$ cat config.mk
export PLATFORM = sky130hd
export DESIGN_NAME = mc_array_ctrl
export DESIGN_NICKNAME = d
export VERILOG_FILES = /design/src/rtl/mc_ctrl_pkg.sv /design/src/rtl/mc_row_decoder.sv /design/src/rtl/mc_array_ctrl.sv
export SDC_FILE = /design/constraint.sdc
export NUM_CORES = 1
export LEC_CHECK = 0
export ABC_AREA = 1
export BUFFER_PORTS_ARGS = -buffer_cell sky130_fd_sc_hd__buf_2
export CORE_AREA = 2 2 261 263
export CTS_CLUSTER_DIAMETER = 100
export CTS_CLUSTER_SIZE = 8
export DETAILED_ROUTE_END_ITERATION = 6
export DIE_AREA = 0 0 263 265
export PLACE_DENSITY_LB_ADDON = 0.08
export RECOVER_POWER = 25
export SYNTH_ARGS = -nofsm -noshare
export SYNTH_HDL_FRONTEND = slang
export SYNTH_HIERARCHICAL = 1
export SYNTH_SLANG_ARGS = --single-unit
$ cat constraint.sdc
create_clock -name clk_i -period 3 [get_ports clk_i]
set_input_delay 0.45 -clock clk_i [delete_from_list [all_inputs] [get_ports clk_i]]
set_output_delay 0.45 -clock clk_i [all_outputs]
set_load 0.02 [all_outputs]
$ cat src/rtl/mc_ctrl_pkg.sv
// Shared types and constants for the 64x64 memristor array sequencer.
package mc_ctrl_pkg;

  localparam int ROWS  = 64;
  localparam int COLS  = 64;
  localparam int ROW_W = 6;

  typedef enum logic [2:0] {
    IDLE, SETUP, PULSE_A, GAP, PULSE_B, ARM, EVAL, RESP
  } state_e;

  typedef enum logic {OP_RD, OP_WR} op_e;

  // Down-counter reload for a program pulse; a zero length still gives one cycle.
  function automatic logic [7:0] pulse_m1(input logic [7:0] cfg);
    return (cfg == 8'd0) ? 8'd0 : cfg - 8'd1;
  endfunction

endpackage

$ cat src/rtl/mc_row_decoder.sv
// Row address to one-hot word-line decode; even rows sit on CWLO, odd rows on CWLE.
module mc_row_decoder #(
  parameter int ROWS = 64
) (
  input  logic [5:0]        row_i,
  input  logic              wl_en_i,
  output logic [ROWS/2-1:0] cwle_o,
  output logic [ROWS/2-1:0] cwlo_o
);

  always_comb begin
    cwle_o = '0;
    cwlo_o = '0;
    if (wl_en_i) begin
      if (row_i[0]) cwle_o[row_i[5:1]] = 1'b1;
      else          cwlo_o[row_i[5:1]] = 1'b1;
    end
  end

endmodule

$ cat src/rtl/mc_array_ctrl.sv
// Row write/read sequencer for the memristor array; every array pin is a flop
// loaded from the next-state decode so pins line up exactly with state_q.
module mc_array_ctrl #(
  parameter int ROWS     = 64,
  parameter int COLS     = 64,
  parameter int ARM_CYC  = 2,
  parameter int EVAL_CYC = 2
) (
  input  logic              clk_i,
  input  logic              rst_ni,
  input  logic              req_valid_i,
  output logic              req_ready_o,
  input  logic              req_we_i,
  input  logic [5:0]        req_row_i,
  input  logic [COLS-1:0]   req_wdata_i,
  input  logic [COLS-1:0]   req_mask_i,
  input  logic [7:0]        cfg_pulse_i,
  output logic              rsp_valid_o,
  input  logic              rsp_ready_i,
  output logic [COLS-1:0]   rsp_rdata_o,
  output logic              wr_done_o,
  output logic              busy_o,
  output logic [ROWS/2-1:0] CWLE_o,
  output logic [ROWS/2-1:0] CWLO_o,
  output logic [COLS-1:0]   CBL_o,
  output logic [COLS-1:0]   CBLEN_o,
  output logic [COLS-1:0]   CSL_o,
  output logic [COLS-1:0]   DIN_o,
  output logic [COLS-1:0]   DINb_o,
  input  logic [COLS-1:0]   DOUT_i
);
  import mc_ctrl_pkg::*;

  localparam logic [7:0] ARM_M1  = 8'(ARM_CYC - 1);
  localparam logic [7:0] EVAL_M1 = 8'(EVAL_CYC - 1);

  state_e            state_q, state_d;
  op_e               op_q, op_d;
  logic [7:0]        cnt_q, cnt_d, pm1_q, pm1_d;
  logic [5:0]        row_q, row_d;
  logic [COLS-1:0]   wdata_q, wdata_d, mask_q, mask_d, rdata_q, rdata_d;
  logic              rsp_valid_q, rsp_valid_d, wr_done_q, wr_done_d;
  logic [ROWS/2-1:0] cwle_q, cwle_d, cwlo_q, cwlo_d;
  logic [COLS-1:0]   cbl_q, cbl_d, cblen_q, cblen_d, csl_q, csl_d;
  logic [COLS-1:0]   din_q, din_d, dinb_q, dinb_d;
  logic              wl_en;

  always_comb begin
    state_d     = state_q;
    op_d        = op_q;
    cnt_d       = cnt_q;
    pm1_d       = pm1_q;
    row_d       = row_q;
    wdata_d     = wdata_q;
    mask_d      = mask_q;
    rdata_d     = rdata_q;
    rsp_valid_d = rsp_valid_q;
    wr_done_d   = 1'b0;
    case (state_q)
      IDLE: if (req_valid_i) begin
        op_d    = req_we_i ? OP_WR : OP_RD;
        row_d   = req_row_i;
        wdata_d = req_wdata_i;
        mask_d  = req_mask_i;
        pm1_d   = pulse_m1(cfg_pulse_i);
        state_d = SETUP;
      end
      SETUP: begin
        state_d = (op_q == OP_WR) ? PULSE_A : ARM;
        cnt_d   = (op_q == OP_WR) ? pm1_q : ARM_M1;
      end
      PULSE_A: begin
        if (cnt_q == 8'd0) state_d = GAP;
        else               cnt_d   = cnt_q - 8'd1;
      end
      GAP: begin
        state_d = PULSE_B;
        cnt_d   = pm1_q;
      end
      PULSE_B: begin
        if (cnt_q == 8'd0) begin
          state_d   = IDLE;
          wr_done_d = 1'b1;
        end else cnt_d = cnt_q - 8'd1;
      end
      ARM: begin
        if (cnt_q == 8'd0) begin
          state_d = EVAL;
          cnt_d   = EVAL_M1;
        end else cnt_d = cnt_q - 8'd1;
      end
      EVAL: begin
        // Pins still hold the eval drive on this edge; the cell returns ~m0.
        if (cnt_q == 8'd0) begin
          state_d     = RESP;
          rdata_d     = ~DOUT_i;
          rsp_valid_d = 1'b1;
        end else cnt_d = cnt_q - 8'd1;
      end
      RESP: if (rsp_ready_i) begin
        state_d     = IDLE;
        rsp_valid_d = 1'b0;
      end
      default: state_d = IDLE;
    endcase
  end

  always_comb begin
    wl_en   = (state_d == PULSE_A) || (state_d == PULSE_B) ||
              (state_d == ARM)     || (state_d == EVAL);
    cbl_d   = '0;
    cblen_d = '0;
    csl_d   = '0;
    din_d   = '0;
    dinb_d  = '0;
    case (state_d)
      SETUP: begin
        if (op_d == OP_WR) begin
          cbl_d = ~wdata_d;
          csl_d = wdata_d;
        end else din_d = '1;
      end
      PULSE_A: begin
        cbl_d   = ~wdata_d;
        csl_d   = wdata_d;
        cblen_d = mask_d;
      end
      GAP: begin
        cbl_d = ~wdata_d;
        csl_d = ~wdata_d;
      end
      PULSE_B: begin
        cbl_d   = ~wdata_d;
        csl_d   = ~wdata_d;
        cblen_d = mask_d;
      end
      ARM: begin
        din_d = '1;
        csl_d = '1;
      end
      EVAL: din_d = '1;
      default: ;
    endcase
  end

  mc_row_decoder #(.ROWS(ROWS)) u_row_dec (
    .row_i   (row_d),
    .wl_en_i (wl_en),
    .cwle_o  (cwle_d),
    .cwlo_o  (cwlo_d)
  );

  always_ff @(posedge clk_i) begin
    if (!rst_ni) begin
      state_q     <= IDLE;
      op_q        <= OP_RD;
      cnt_q       <= '0;
      pm1_q       <= '0;
      row_q       <= '0;
      wdata_q     <= '0;
      mask_q      <= '0;
      rdata_q     <= '0;
      rsp_valid_q <= 1'b0;
      wr_done_q   <= 1'b0;
      cwle_q      <= '0;
      cwlo_q      <= '0;
      cbl_q       <= '0;
      cblen_q     <= '0;
      csl_q       <= '0;
      din_q       <= '0;
      dinb_q      <= '0;
    end else begin
      state_q     <= state_d;
      op_q        <= op_d;
      cnt_q       <= cnt_d;
      pm1_q       <= pm1_d;
      row_q       <= row_d;
      wdata_q     <= wdata_d;
      mask_q      <= mask_d;
      rdata_q     <= rdata_d;
      rsp_valid_q <= rsp_valid_d;
      wr_done_q   <= wr_done_d;
      cwle_q      <= cwle_d;
      cwlo_q      <= cwlo_d;
      cbl_q       <= cbl_d;
      cblen_q     <= cblen_d;
      csl_q       <= csl_d;
      din_q       <= din_d;
      dinb_q      <= dinb_d;
    end
  end

  assign req_ready_o = (state_q == IDLE);
  assign busy_o      = (state_q != IDLE);
  assign rsp_valid_o = rsp_valid_q;
  assign rsp_rdata_o = rdata_q;
  assign wr_done_o   = wr_done_q;
  assign CWLE_o      = cwle_q;
  assign CWLO_o      = cwlo_q;
  assign CBL_o       = cbl_q;
  assign CBLEN_o     = cblen_q;
  assign CSL_o       = csl_q;
  assign DIN_o       = din_q;
  assign DINb_o      = dinb_q;

endmodule

==> results.toml <==
[sta]
setup_viol = 0
fmax_mhz = 375
hold_viol_final = 0
maxSlewViolCount = 106
finalWorstSetupSlack_ns = 0.333
skew_ns = 0.0204
timing.final.crit_period_ns = 2.67
tightest_slew_ns = 2.12
max-slew-margin-rel_pct = -41.5
grt_setup_unrepaired = "false"
timing.final.crit_share_pct = 88.9
tns_ns = 0

[logic_synthesis]
yosysTopAreaCellShare_pct = 51.0
ys_seq_elements = 477
yosysSeqAreaShare_pct = 51.0
syn_area_um2 = 18700
ys_top_cells_by_count = "477 x dfxtp_1, 449 x nand2_1, 326 x nor2_1"
yosysWarnings = 6
postSynthAreaPerCell_um2 = 7.71
ys.flop_type = "dfxtp_1"
synth_area_leaders = "dfxtp_1 51%, nand2_1 9.0%, nor2_1 6.5%"
async_reset_ff_share_pct = 0
yosys.area.top_type = "dfxtp_1"
synthCells = 2429
synth_edf_count = 0
yosysUniqueCellTypes = 41
yosysMostFrequentCell = "dfxtp_1"

[pwr]
p_switching_w = 0.00995
vdd_drop_max_v = 0.000474
netSwitchingFraction_pct = 40.7
combPwrFrac_pct = 38.7
p_int_w = 0.0145
p_clk_share_pct = 28.2
seq_power_share_pct = 33.1
p_per_area_nw_per_um2 = 1030
p_leak_nw = 11.6

[clocking]
cts_root_buf = "clkbuf_16"
cts.clk_slew.worst_paths_ns = 0.05
cts_buffers = 69
clk_latency_ns = 0.58
cts.sinks = 477
htree_levels = 3
cts.path.max_buffers = 3
cts_tree = "done"

[die]
start_util_pct = 28.0
core_um2 = 66800
die_w_um = 263
io_pins = 663
rows = 95
die_h_um = 265
dieArea_um2 = 69700

[drt]
num_vias = 16833
first_pass_iters = 5
ant_nets = 0
via_per_inst = 4.38
dr.first_iter.drc_count = 778
wl_mm = 63.1
route.detailed.wl_per_inst_um = 16.4
drc = 0

[layout]
fin_nets = 3172
layoutNonFillerInstCount = 3844
drive_gt1_share_pct = 20.0
stdcell_area_um2 = 23700
area_growth_syn_to_layout_pct = 26.5

[critical_path]
slowest_stage = "o21ai_4"
reg2reg_from = "state_q[1]"
end_kind = "register"
max_stage_delay_ns = 0.69
start_kind = "register"
crit_fanout = 42
crit_type = "register to register"
crit_arrival_ns = 3.14
rr_endpoint = "CSL_o[19]"
crit_required_ns = 3.47
reg2reg_setup_slack_ns = 0.33
path_cells = "nor2_4, nand2_2, inv_2, nand2_4, inv_6, o21ai_4, buf_12, nand3_1, nand2_1, nor2_1, a21oi_1"
rr_worst_depth = 11

[grt]
grt_pass1_wl_mm = 95.1
antenna_found_initial = 8
grt_pass1_vias = 16264
grt_max_degree = 168
grt-ovfl-total = 0
grtUsageTotal_pct = 17.3

[place]
place.gp.congestion = 0.809
placed_area_um2 = 21700
port_buffers = 598
hpwl_mm = 42.6
dp_cells = 3718
pre_cts_ws_ns = 0.351

[hold_path]
hold_path_end = "rsp_rdata_o[32]"
worstHoldPathCells = 2
hold_start = "DOUT_i[32]"
hold_class = "input port to register"

[outcome]
outcome = "finished, violations left"
failed_checks = "max-capacitance violations, max-slew violations"

[flow_run]
cap_viol_max_count = 1
[critical path: cells and delay by family (launching register included)]
family | cells | cell delay [ns]
AOI/OAI and AO/OA | 2 | 0.93
DFF | 1 | 0.51
and+or+nand+nor | 6 | 0.57
buffers and inverters | 3 | 0.50
[per-stage QoR]
step           hold WS, ns  power (W)  utilization (%)
2_1_floorplan        0.444     0.0153                -
3_3_place_gp         0.465     0.0179             32.5
3_5_place_dp         0.470     0.0179             32.5
4_1_cts          0.0000889     0.0251             35.8
5_1_grt             0.0143     0.0261             35.4
6_report            0.0408     0.0244             35.5
[sequential cells by signal, summed over array words and instances (netlist names), 3 cells and up]
register,cells
rsp_rdata_o,64
wdata_q,64
CWLO_o,32
cnt_q,8
row_q,6
CBLEN_o,64
CWLE_o,32
state_q,3
CBL_o,64
mask_q,64
pm1_q,8
CSL_o,64
[what timing repair did]
item / 4_1_cts / 5_1_grt
hold buffers: 43 / 0
gates resized for setup: 0 / 0
setup buffers: 0 / 0
endpoints found under the hold margin: 43 / 0
[layer usage]
| layer | global-route usage (%) | part of all wire (%) |
|---|---|---|
| met1 | 20.7 | 41 |
| met2 | 30.2 | 49 |
| met3 | 4.51 | 6.7 |
| met4 | 5.67 | 2.4 |
| met5 | 0 | 0.033 |
[worst max path at each step]
stage | start | endpoint | slack [ns]
detailed placement | cnt_q[0] | CSL_o[20] | 0.35
finish | state_q[1] | CSL_o[19] | 0.33
global route | state_q[1] | CSL_o[22] | 0.09
CTS | cnt_q[0] | CSL_o[19] | 0.28
global placement | cnt_q[0] | CSL_o[20] | 0.33
floorplan | state_q[1] | CWLE_o[28] | 0.54
[kinds of logic after synthesis]
kind of cell | Yosys count | synth area share, %
compound gates | 313 | 8.90
xor+xnor | 10 | 0.468
fa+ha+maj | 2 | 0.134
buf+inv | 517 | 14.4
flops | 477 | 51.0
mux | 1 | 0.0535
other cells | 1 | 0.0200
simple gates | 1108 | 25.1
[cells in the final DEF (no fill, tap or decap), types with 3 or more instances in the layout]
cell type / instances
nand2_4: 3
nor2_1: 326
diode_2: 6
conb_1: 64
inv_2: 7
a22oi_1: 3
nand2_1: 448
dfxtp_1: 477
inv_1: 236
o21ai_0: 135
a21oi_1: 149
nand2_2: 3
or2_2: 70
a21oi_2: 9
clkbuf_1: 214
inv_6: 5
clkbuf_16: 70
nand3_1: 157
xor2_1: 9
buf_4: 14
a211oi_1: 6
buf_12: 13
nor3_1: 91
nor2_2: 4
dlygate4sd3_1: 43
buf_2: 385
[final cells by class]
class,count,area (µm²)
Fill cell,7243,43100
Clock buffer,72,1770
Timing Repair Buffer,669,3530
Tap cell,873,1090
Sequential cell,477,9550
Multi-Input combinational cell,1498,6760
Clock inverter,5,51.3
Inverter,244,921
Antenna cell,6,15.0
[power groups by stage]
stage / Clock (W) / Combinational [W] / Sequential (W)
floorplan: 0 / 0.00630 / 0.00902
global placement: 0 / 0.00965 / 0.00820
detailed placement: 0 / 0.00971 / 0.00821
CTS: 0.00718 / 0.00980 / 0.00809
global route: 0.00742 / 0.0105 / 0.00820
finish: 0.00689 / 0.00947 / 0.00809
Note: power is estimated with default switching activity, not from simulation.
